File: config.mk
export PLATFORM = sky130hd
export DESIGN_NAME = game_viewport_timing
export DESIGN_NICKNAME = d
export VERILOG_FILES = /design/src/rtl/game_viewport_timing.sv
export SDC_FILE = /design/constraint.sdc
export NUM_CORES = 1
export LEC_CHECK = 0
export ABC_AREA = 1
export ABC_CLOCK_PERIOD_IN_PS = 2850
export BUFFER_PORTS_ARGS = -buffer_cell sky130_fd_sc_hd__clkbuf_2
export CAP_MARGIN = 20
export CORE_MARGIN = 8
export CORE_UTILIZATION = 40
export DETAILED_ROUTE_END_ITERATION = 10
export GPL_TIMING_DRIVEN = 0
export PLACE_DENSITY = 0.6
export SLEW_MARGIN = 40
export SYNTH_ARGS = -nofsm -noshare
export SYNTH_HDL_FRONTEND = slang
export SYNTH_SLANG_ARGS = --single-unit
File: constraint.sdc
create_clock -name vga_pix_clk -period 2.85 [get_ports vga_pix_clk]
set_clock_uncertainty 0.1 [all_clocks]
set_input_delay 0.4275 -clock vga_pix_clk [delete_from_list [all_inputs] [get_ports vga_pix_clk]]
set_output_delay 0.4275 -clock vga_pix_clk [all_outputs]
set_load 0.005 [all_outputs]
File: src/rtl/game_viewport_timing.sv
`timescale 1ns/1ps
// -----------------------------------------------------------------------------
// game_viewport_timing
//
// Generates 800x600@60 Hz VGA raster timing and maps the physical raster onto
// an integer-upscaled GAME_W x GAME_H game viewport. Every output is registered
// one cycle after the raster counter state it describes, so all outputs are
// mutually aligned.
//
// Configuration macro: VIEWPORT_CENTER_EN
//   defined   -> viewport centred in the active area
//   undefined -> viewport anchored at the top-left corner
//
// Ports:
//   vga_pix_clk      in   pixel clock
//   rst              in   synchronous, active-high reset
//   hsync, vsync     out  monitor sync pins, active-high
//   vga_de           out  physical active video area
//   display_enabled  out  beam inside the game viewport
//   sx, sy           out  game pixel coordinates (0 outside the viewport)
//   game_pix_stb     out  first physical pixel of each game pixel
//   frame_stb        out  one-cycle pulse at viewport pixel (0,0)
// -----------------------------------------------------------------------------
module game_viewport_timing #(
  parameter int H_ACTIVE = 800,
  parameter int H_FP     = 40,
  parameter int H_SYNC   = 128,
  parameter int H_BP     = 88,
  parameter int V_ACTIVE = 600,
  parameter int V_FP     = 1,
  parameter int V_SYNC   = 4,
  parameter int V_BP     = 23,
  parameter int GAME_W   = 224,
  parameter int GAME_H   = 288,
  parameter int SCALE    = 2
) (
  input  logic                      vga_pix_clk,
  input  logic                      rst,
  output logic                      hsync,
  output logic                      vsync,
  output logic                      vga_de,
  output logic                      display_enabled,
  output logic [$clog2(GAME_W)-1:0] sx,
  output logic [$clog2(GAME_H)-1:0] sy,
  output logic                      game_pix_stb,
  output logic                      frame_stb
);

  localparam int H_TOTAL = H_ACTIVE + H_FP + H_SYNC + H_BP;
  localparam int V_TOTAL = V_ACTIVE + V_FP + V_SYNC + V_BP;
  localparam int VP_W    = GAME_W * SCALE;
  localparam int VP_H    = GAME_H * SCALE;
`ifdef VIEWPORT_CENTER_EN
  localparam int X0 = (H_ACTIVE - VP_W) / 2;
  localparam int Y0 = (V_ACTIVE - VP_H) / 2;
`else
  localparam int X0 = 0;
  localparam int Y0 = 0;
`endif

  localparam int HW   = $clog2(H_TOTAL);
  localparam int VW   = $clog2(V_TOTAL);
  localparam int SUBW = (SCALE > 1) ? $clog2(SCALE) : 1;
  localparam int SXW  = $clog2(GAME_W);
  localparam int SYW  = $clog2(GAME_H);

  // Width-matched constants for every comparison against the counters.
  localparam logic [HW-1:0]   HC_LAST  = HW'(H_TOTAL - 1);
  localparam logic [HW-1:0]   HC_X0    = HW'(X0);
  localparam logic [HW-1:0]   HC_VPW   = HW'(VP_W);
  localparam logic [HW-1:0]   HC_ACT   = HW'(H_ACTIVE);
  localparam logic [HW-1:0]   HS_BEG   = HW'(H_ACTIVE + H_FP);
  localparam logic [HW-1:0]   HS_END   = HW'(H_ACTIVE + H_FP + H_SYNC);
  localparam logic [VW-1:0]   VC_LAST  = VW'(V_TOTAL - 1);
  localparam logic [VW-1:0]   VC_Y0    = VW'(Y0);
  localparam logic [VW-1:0]   VC_VPH   = VW'(VP_H);
  localparam logic [VW-1:0]   VC_ACT   = VW'(V_ACTIVE);
  localparam logic [VW-1:0]   VS_BEG   = VW'(V_ACTIVE + V_FP);
  localparam logic [VW-1:0]   VS_END   = VW'(V_ACTIVE + V_FP + V_SYNC);
  localparam logic [SUBW-1:0] SUB_LAST = SUBW'(SCALE - 1);

  if (VP_W > H_ACTIVE || VP_H > V_ACTIVE) begin : g_vp_too_big
    $error("game_viewport_timing: scaled viewport does not fit the active area");
  end

  logic [HW-1:0]   hc, hc_nxt, hx;
  logic [VW-1:0]   vc, vc_nxt, vy;
  logic [SUBW-1:0] subx, suby;
  logic [SXW-1:0]  sx_cnt;
  logic [SYW-1:0]  sy_cnt;
  logic            h_wrap, in_h, in_v, in_vp;

  // Offsets from the viewport origin; below the origin they wrap to large
  // values, so a single unsigned compare covers both viewport edges.
  assign hx     = hc - HC_X0;
  assign vy     = vc - VC_Y0;
  assign in_h   = hx < HC_VPW;
  assign in_v   = vy < VC_VPH;
  assign in_vp  = in_h && in_v;
  assign h_wrap = (hc == HC_LAST);

  always_comb begin
    // NOTE: every always_comb output gets a default first so no path leaves it unassigned (no latch).
    hc_nxt = h_wrap ? '0 : hc + 1'b1;
    vc_nxt = vc;
    if (h_wrap) vc_nxt = (vc == VC_LAST) ? '0 : vc + 1'b1;
  end

  // Raster and sub-pixel counters. The sub-counters hold the values that
  // belong to the current (hc, vc), so they are cleared on the edge that
  // moves the beam onto the viewport origin column/row.
  always_ff @(posedge vga_pix_clk) begin
    // NOTE: sequential state uses non-blocking assignments so all registers update from pre-edge values.
    if (rst) begin
      hc     <= '0;
      vc     <= '0;
      subx   <= '0;
      sx_cnt <= '0;
      suby   <= '0;
      sy_cnt <= '0;
    end else begin
      hc <= hc_nxt;
      vc <= vc_nxt;

      if (hc_nxt == HC_X0) begin
        subx   <= '0;
        sx_cnt <= '0;
      end else if (in_vp) begin
        if (subx == SUB_LAST) begin
          subx   <= '0;
          sx_cnt <= sx_cnt + 1'b1;
        end else begin
          subx <= subx + 1'b1;
        end
      end

      if (h_wrap) begin
        if (vc_nxt == VC_Y0) begin
          suby   <= '0;
          sy_cnt <= '0;
        end else if (in_v) begin
          if (suby == SUB_LAST) begin
            suby   <= '0;
            sy_cnt <= sy_cnt + 1'b1;
          end else begin
            suby <= suby + 1'b1;
          end
        end
      end
    end
  end

  // Output register stage: one cycle behind the counters, all outputs aligned.
  always_ff @(posedge vga_pix_clk) begin
    if (rst) begin
      hsync           <= 1'b0;
      vsync           <= 1'b0;
      vga_de          <= 1'b0;
      display_enabled <= 1'b0;
      sx              <= '0;
      sy              <= '0;
      game_pix_stb    <= 1'b0;
      frame_stb       <= 1'b0;
    end else begin
      hsync           <= (hc >= HS_BEG) && (hc < HS_END);
      vsync           <= (vc >= VS_BEG) && (vc < VS_END);
      vga_de          <= (hc < HC_ACT) && (vc < VC_ACT);
      display_enabled <= in_vp;
      sx              <= in_vp ? sx_cnt : '0;
      sy              <= in_vp ? sy_cnt : '0;
      game_pix_stb    <= in_vp && (subx == '0) && (suby == '0);
      frame_stb       <= in_vp && (subx == '0) && (suby == '0) &&
                         (sx_cnt == '0) && (sy_cnt == '0);
    end
  end

endmodule

==> results.py, run 1 <==
metrics = {
    "synthesis": {
        "yosysTopAreaCellShare": 0.416,
        "synthArstFlopShare": 0,
        "synth.most_common_cell": "nand2_1",
        "synth_top_cell_by_area": "dfxtp_1",
        "seq_area_frac_synth": 0.416,
        "synth_common_cells": "110 x nand2_1, 85 x nor2_1, 63 x dfxtp_1",
        "synth.area.top_cells": "dfxtp_1 42%, nand2_1 14%, nor2_1 11%",
        "avgSynthCellArea_um2": 6.90,
        "yosysWarnings": 0,
        "synth_area_um2": 3030,
        "synth_edf_count": 0,
        "synth_seq_cells": 63,
        "yosysUniqueCellTypes": 34,
        "syn_inst": 439,
        "syn-num-nets": 450,
        "synth-main-ff-cell": "dfxtp_1",
    },
    "setup_path": {
        "cp-start-kind": "register",
        "worstSetupEndpoint": "sy_cnt[5]$_SDFFE_PP0P_",
        "crit_path_start": "hc[0]$_SDFF_PP0_",
        "r2r-end": "sy_cnt[5]$_SDFFE_PP0P_",
        "path_depth": 13,
        "worst-setup-path-type": "reg -> reg",
        "worstRegToRegCells": 13,
        "crit_required_ns": 2.99,
        "crit_buf_inv": 1,
        "critPathSlowestCell": "dfxtp_1",
        "r2r_start": "hc[0]$_SDFF_PP0_",
        "crit_family": "simple AND/OR/NAND/NOR gates",
        "crit_path_end_kind": "register",
        "cp_common_cell": "nand2_1",
        "slowest_delay_ns": 0.40,
        "r2r_slack_ns": 0.34,
        "path_max_fanout": 10,
        "critPathArrivalTime_ns": 2.65,
        "crit_chain": "ha_1, nand2_2, nor2_4, nand3_1, nand2_1, nand4_1, nor2_1, nand3_2, buf_2, nand2_1, nand3_1, nand2_1, nor2_1",
    },
    "global_routing": {
        "antenna_found_initial": 0,
        "grt_pass1_wl_um": 11600,
        "grt_pass1_vias": 2627,
        "grt_max_degree": 14,
        "grt-ovfl-total": 0,
        "grt_usage": 0.138,
    },
    "clocking": {
        "cts-buffers-inserted": 9,
        "path_clk_slew_ns": 0.08,
        "worstSkewPairLatency_ns": 0.35,
        "htreeDepth": 3,
        "cts_tree": "yes",
        "cts-hold-fix-buffers": 0,
        "postCtsResizedCells": 0,
        "clock-sinks": 63,
        "cts-root-buf": "clkbuf_8",
        "post_cts_buffers": 0,
        "cts_max_path_buffers": 2,
    },
    "sta": {
        "maxSlewViolCount": 0,
        "tightest_slew_ns": 0.477,
        "finalHoldViolCount": 0,
        "setup_viol": 0,
        "setup_slack_ns": 0.338,
        "rsz0062_at_grt": "false",
        "maxSlewHeadroom": 0.682,
        "fin_crit_ns": 2.51,
        "tns_ns": 0,
        "clock.fmax_mhz": 398,
        "finalCritPeriodShare": 0.881,
    },
    "finish": {
        "fill_cells": 770,
        "drive_gt1_frac": 0.113,
        "num_antenna_cells": 0,
        "design_area_um2": 3500,
        "regArea_um2": 1260,
        "nets": 485,
        "multiInputGateArea_um2": 1500,
        "syn2layout_area_growth_pct": 15.4,
    },
    "flow_run": {
        "cap_violations": 0,
    },
    "placed_design": {
        "dp_hpwl_um": 4930,
        "post-place-ws_ns": 0.364,
        "io_buffers": 24,
        "place.gp.congestion": 0.882,
        "dpl_cell_area_um2": 3270,
    },
    "min_path": {
        "holdPathStages": 2,
        "min_path_type": "in -> reg",
    },
    "floorplanning": {
        "design.core.area_um2": 7290,
        "num_rows": 31,
        "die-area_um2": 10600,
        "dieWidth_um": 103,
        "io_pins": 25,
        "start_util": 0.415,
        "die_h_um": 103,
    },
    "detailed_routing": {
        "drt_iter0_markers": 138,
        "drt-pass1-iter-count": 4,
        "wl_per_cell_um": 11.8,
        "ant_nets": 0,
        "vias": 2731,
        "drt-total-wl_um": 6810,
        "drc": 0,
        "viasPerCell": 4.72,
    },
    "power": {
        "cellPowerDensity_nw_per_um2": 535,
        "leakage_nw": 1.55,
        "irDropWorstVdd_mv": 0.316,
    },
    "outcome": {
        "status": "finished clean",
    },
}
[logic make-up after synthesis]
| family | count (synthesis) | synth area share |
|---|---|---|
| xor gates and xnor gates | 8 | 0.0231 |
| and+or+nand+nor | 256 | 0.363 |
| adders and majority gates | 9 | 0.0372 |
| AOI/OAI and AO/OA | 37 | 0.0715 |
| buffers and inverters | 66 | 0.0892 |
| DFF | 63 | 0.416 |
[metrics by stage]
step | utilization | power (mW) | hold slack (ns) | std cells
finish | 0.480 | 1.87 | 0.229 | 578
detailed placement | 0.449 | 0.998 | 0.342 | 562
floorplan | - | 0.973 | 0.305 | 439
CTS | 0.480 | 1.89 | 0.217 | 578
global placement | 0.449 | 0.998 | 0.335 | 562
global route | 0.480 | 1.94 | 0.232 | 578
[per-layer routing]
metal | up-vias | share of wire | track usage
li1 | 1455 | - | -
met1 | 1225 | 0.48 | 0.170
met2 | 47 | 0.46 | 0.222
met3 | 4 | 0.046 | 0.0324
met4 | 0 | 0.0091 | 0.0634
met5 | - | 0 | 0
[cell usage in the layout, fill, tap and decap left out]
master	synthesis	final
nor2_1	85	85
a31o_2	1	1
buf_2	3	3
inv_1	55	55
inv_2	1	1
nand3_1	29	29
buf_6	1	1
o21bai_1	2	2
o21ai_0	5	5
nand3b_1	2	2
buf_8	1	1
inv_6	0	4
nand2_2	1	1
o21ai_4	1	1
clkbuf_2	0	24
clkbuf_1	3	3
and3_1	1	1
a31oi_1	1	1
clkbuf_8	0	9
nand3_2	2	2
a21oi_1	24	24
clkinv_2	0	1
nor4_1	3	3
bufinv_16	0	2
nor2_4	1	1
xnor2_1	1	1
dfxtp_1	63	63
xor2_1	7	7
buf_1	1	1
a211oi_1	1	1
a2111oi_0	2	2
nand2_1	110	110
or2_2	1	1
clkinv_1	1	1
nor2_8	1	1
nand4_1	12	12
ha_1	9	9
nor3_1	7	7
nor3b_1	1	1
[sequential cells by signal, summed over array words and instances (netlist names)]
register and count:
hsync 1, frame_stb 1, sx 8, sx_cnt 8
display_enabled 1, suby 1, game_pix_stb 1, sy 9
sy_cnt 9, vga_de 1, subx 1, hc 11
vc 10, vsync 1
[how the worst min path moves through the flow]
stage	endpoint	start	slack (ns)
finish	vc[8]$_SDFF_PP0_	rst	0.23
global route	vc[8]$_SDFF_PP0_	rst	0.23
CTS	vc[8]$_SDFF_PP0_	rst	0.22
detailed placement	game_pix_stb$_SDFF_PP0_	subx$_SDFFE_PP0N_	0.34
global placement	game_pix_stb$_SDFF_PP0_	subx$_SDFFE_PP0N_	0.33
floorplan	game_pix_stb$_SDFF_PP0_	subx$_SDFFE_PP0N_	0.31
[power breakdown]
part           total, mW  switching, mW  internal, mW  leakage (nW)
Combinational     0.0732         0.0482        0.0250         0.927
Sequential         0.903        0.00888         0.894         0.510
Clock              0.894          0.390         0.503         0.115
Total               1.87          0.447          1.42          1.55
[final cells by class]
class | instances | share of cell area
Inverter | 57 | 0.0612
Clock buffer | 9 | 0.0354
Multi-Input combinational cell | 310 | 0.428
Timing Repair Buffer | 24 | 0.0343
Sequential cell | 63 | 0.361
Clock inverter | 7 | 0.0286
Tap cell | 99 | 0.0354
Buffer | 9 | 0.0161
Power figures use the tool's default switching activity.
==> run 2: changes to the inputs <==
--- a/config.mk
+++ b/config.mk
@@ -6,7 +6,7 @@
 export NUM_CORES = 1
 export LEC_CHECK = 0
 export ABC_AREA = 1
-export ABC_CLOCK_PERIOD_IN_PS = 2850
+export ABC_CLOCK_PERIOD_IN_PS = 2400
 export BUFFER_PORTS_ARGS = -buffer_cell sky130_fd_sc_hd__clkbuf_2
 export CAP_MARGIN = 20
 export CORE_MARGIN = 8
@@ -14,6 +14,7 @@
 export DETAILED_ROUTE_END_ITERATION = 10
 export GPL_TIMING_DRIVEN = 0
 export PLACE_DENSITY = 0.6
+export REMOVE_ABC_BUFFERS = 1
 export SLEW_MARGIN = 40
 export SYNTH_ARGS = -nofsm -noshare
 export SYNTH_HDL_FRONTEND = slang
==> constraint.sdc (replaced) <==
create_clock -name vga_pix_clk -period 2.4 [get_ports vga_pix_clk]
set_clock_uncertainty 0.1 [all_clocks]
set_input_delay 0.36 -clock vga_pix_clk [delete_from_list [all_inputs] [get_ports vga_pix_clk]]
set_output_delay 0.36 -clock vga_pix_clk [all_outputs]
set_load 0.005 [all_outputs]
==> results.py, run 2 (synthesized netlist as in run 1, its figures left out) <==
metrics = {
    "floorplanning": {
        "dieWidth_um": 103,
        "die-area_um2": 10600,
        "die_h_um": 103,
        "num_rows": 31,
        "io_pins": 25,
        "start_util": 0.415,
        "design.core.area_um2": 7290,
    },
    "flow_run": {
        "cap_violations": 0,
    },
    "global_routing": {
        "antenna_found_initial": 0,
        "grt-ovfl-total": 0,
        "use_met1": 0.174,
        "grt_pass1_vias": 2603,
        "grt_pass1_wl_um": 11800,
        "grt_usage": 0.142,
        "grt_max_degree": 24,
        "grt_util_met3": 0.0250,
        "busiest_layer": "met2",
        "met2_usage": 0.231,
    },
    "sta": {
        "finalHoldViolCount": 0,
        "finalCritPeriodShare": 0.973,
        "clock.fmax_mhz": 428,
        "fin_crit_ns": 2.34,
        "rsz0062_at_grt": "true",
        "setup_viol": 0,
        "maxSlewViolCount": 0,
        "tns_ns": 0,
        "tightest_slew_ns": 0.524,
        "maxSlewHeadroom": 0.648,
        "fin_hold_ws_ns": 0.341,
    },
    "detailed_routing": {
        "drt_iter0_markers": 174,
        "ant_nets": 0,
        "viasPerCell": 4.91,
        "drt-pass1-iter-count": 4,
        "vias": 2850,
        "drc": 0,
        "wl_per_cell_um": 12.5,
        "drt-total-wl_um": 7260,
    },
    "clocking": {
        "cts-root-buf": "clkbuf_8",
        "clock-sinks": 63,
        "cts_max_path_buffers": 2,
        "cts_tree": "yes",
        "worstSkewPairLatency_ns": 0.34,
        "cts-hold-fix-buffers": 0,
        "path_clk_slew_ns": 0.08,
        "cts-buffers-inserted": 9,
        "htreeDepth": 3,
    },
    "finish": {
        "fill_cells": 743,
        "mostFrequentLayoutCells": "108 x nand2_1, 78 x nor2_1, 60 x dfxtp_1",
        "mostFrequentLayoutCell": "nand2_1",
        "num_antenna_cells": 0,
        "largest-register": "hc",
        "drive_gt1_frac": 0.158,
        "top_regs": "hc x11, vc x10",
        "nets": 488,
        "syn2layout_area_growth_pct": 20.5,
        "largest_register_ffs": 11,
        "finish.utilization": 0.501,
    },
    "power": {
        "finalPower_mw": 2.24,
        "cellPowerDensity_nw_per_um2": 613,
        "irDropWorstVdd_mv": 0.278,
        "leakage_nw": 1.58,
    },
    "setup_path": {
        "cp-start-kind": "register",
        "crit_required_ns": 2.55,
        "r2r_slack_ns": 0.06,
        "path_max_fanout": 8,
        "worst-setup-path-type": "reg -> reg",
        "crit_path_end_kind": "register",
        "critPathArrivalTime_ns": 2.48,
    },
    "placed_design": {
        "dp_hpwl_um": 4700,
        "place.gp.congestion": 0.855,
        "io_buffers": 24,
    },
    "min_path": {
        "min_path_type": "reg -> reg",
    },
    "outcome": {
        "status": "finished clean",
    },
}
## run 2: cell count changes in the layout (fill, tap and decap cells not counted), sizes merged
cell      change
inv           -1
nand3         +1
o21ai         +3
clkinvlp      +1
nor2          +2
clkbuf        -3
## run 2: repair_timing
action / CTS / global route
buffers inserted: 4 / 2
setup endpoints to repair: 19 / 20
pin swaps: 2 / 7
cloned: 5 / 1
gates resized for setup: 14 / 13
## run 2: final cells by class
type	count	area [um^2]	area share
multi-input cells	316	1650	0.451
flip-flops and latches	63	1270	0.348
inverters	57	216	0.0593
repair buffers	30	165	0.0453
clock buffers	9	124	0.0339
well taps	99	124	0.0339
clock inverters	7	103	0.0281
## run 2: layer usage
layer	routed length (um)	part of all wire
met3	240	0.033
met1	3460	0.48
met5	0	0
met2	3450	0.47
met4	117	0.016
## run 2: worst paths after layout
kind                           from                 endpoint  cells after the start
hold reg to reg   subx$_SDFFE_PP0N_  game_pix_stb$_SDFF_PP0_                      1
hold / removal    subx$_SDFFE_PP0N_  game_pix_stb$_SDFF_PP0_                      1
setup / recovery   hc[0]$_SDFF_PP0_   sy_cnt[4]$_SDFFE_PP0P_                     13
setup reg to reg   hc[0]$_SDFF_PP0_   sy_cnt[4]$_SDFFE_PP0P_                     13
## run 2: power breakdown
| part | switching (mW) | internal [mW] |
|---|---|---|
| Clock | 0.476 | 0.597 |
| Sequential | 0.0112 | 1.06 |
| Combinational | 0.0595 | 0.0306 |
| Total | 0.547 | 1.69 |
## run 2: through the flow
| stage | instances | setup slack [ns] | instance area (um^2) |
|---|---|---|---|
| 2_1_floorplan | 430 | 0.0267 | 2970 |
| 4_1_cts | 578 | 0.00110 | 3590 |
| 3_5_place_dp | 553 | -0.449 | 3220 |
| 3_3_place_gp | 553 | -0.404 | 3220 |
| 5_1_grt | 581 | -0.0591 | 3650 |
| 6_report | 581 | 0.0648 | 3650 |
## run 2: critical path, stage by stage, from the launching register on
cell	delay, ns
dfxtp_4	0.37
ha_2	0.21
nand2_2	0.07
nor2_4	0.18
inv_4	0.11
nor2_8	0.15
buf_4	0.16
a21oi_1	0.09
nor2_1	0.20
nor2_4	0.07
nand3_4	0.17
o21ai_2	0.15
a21oi_1	0.15
nor2_1	0.06
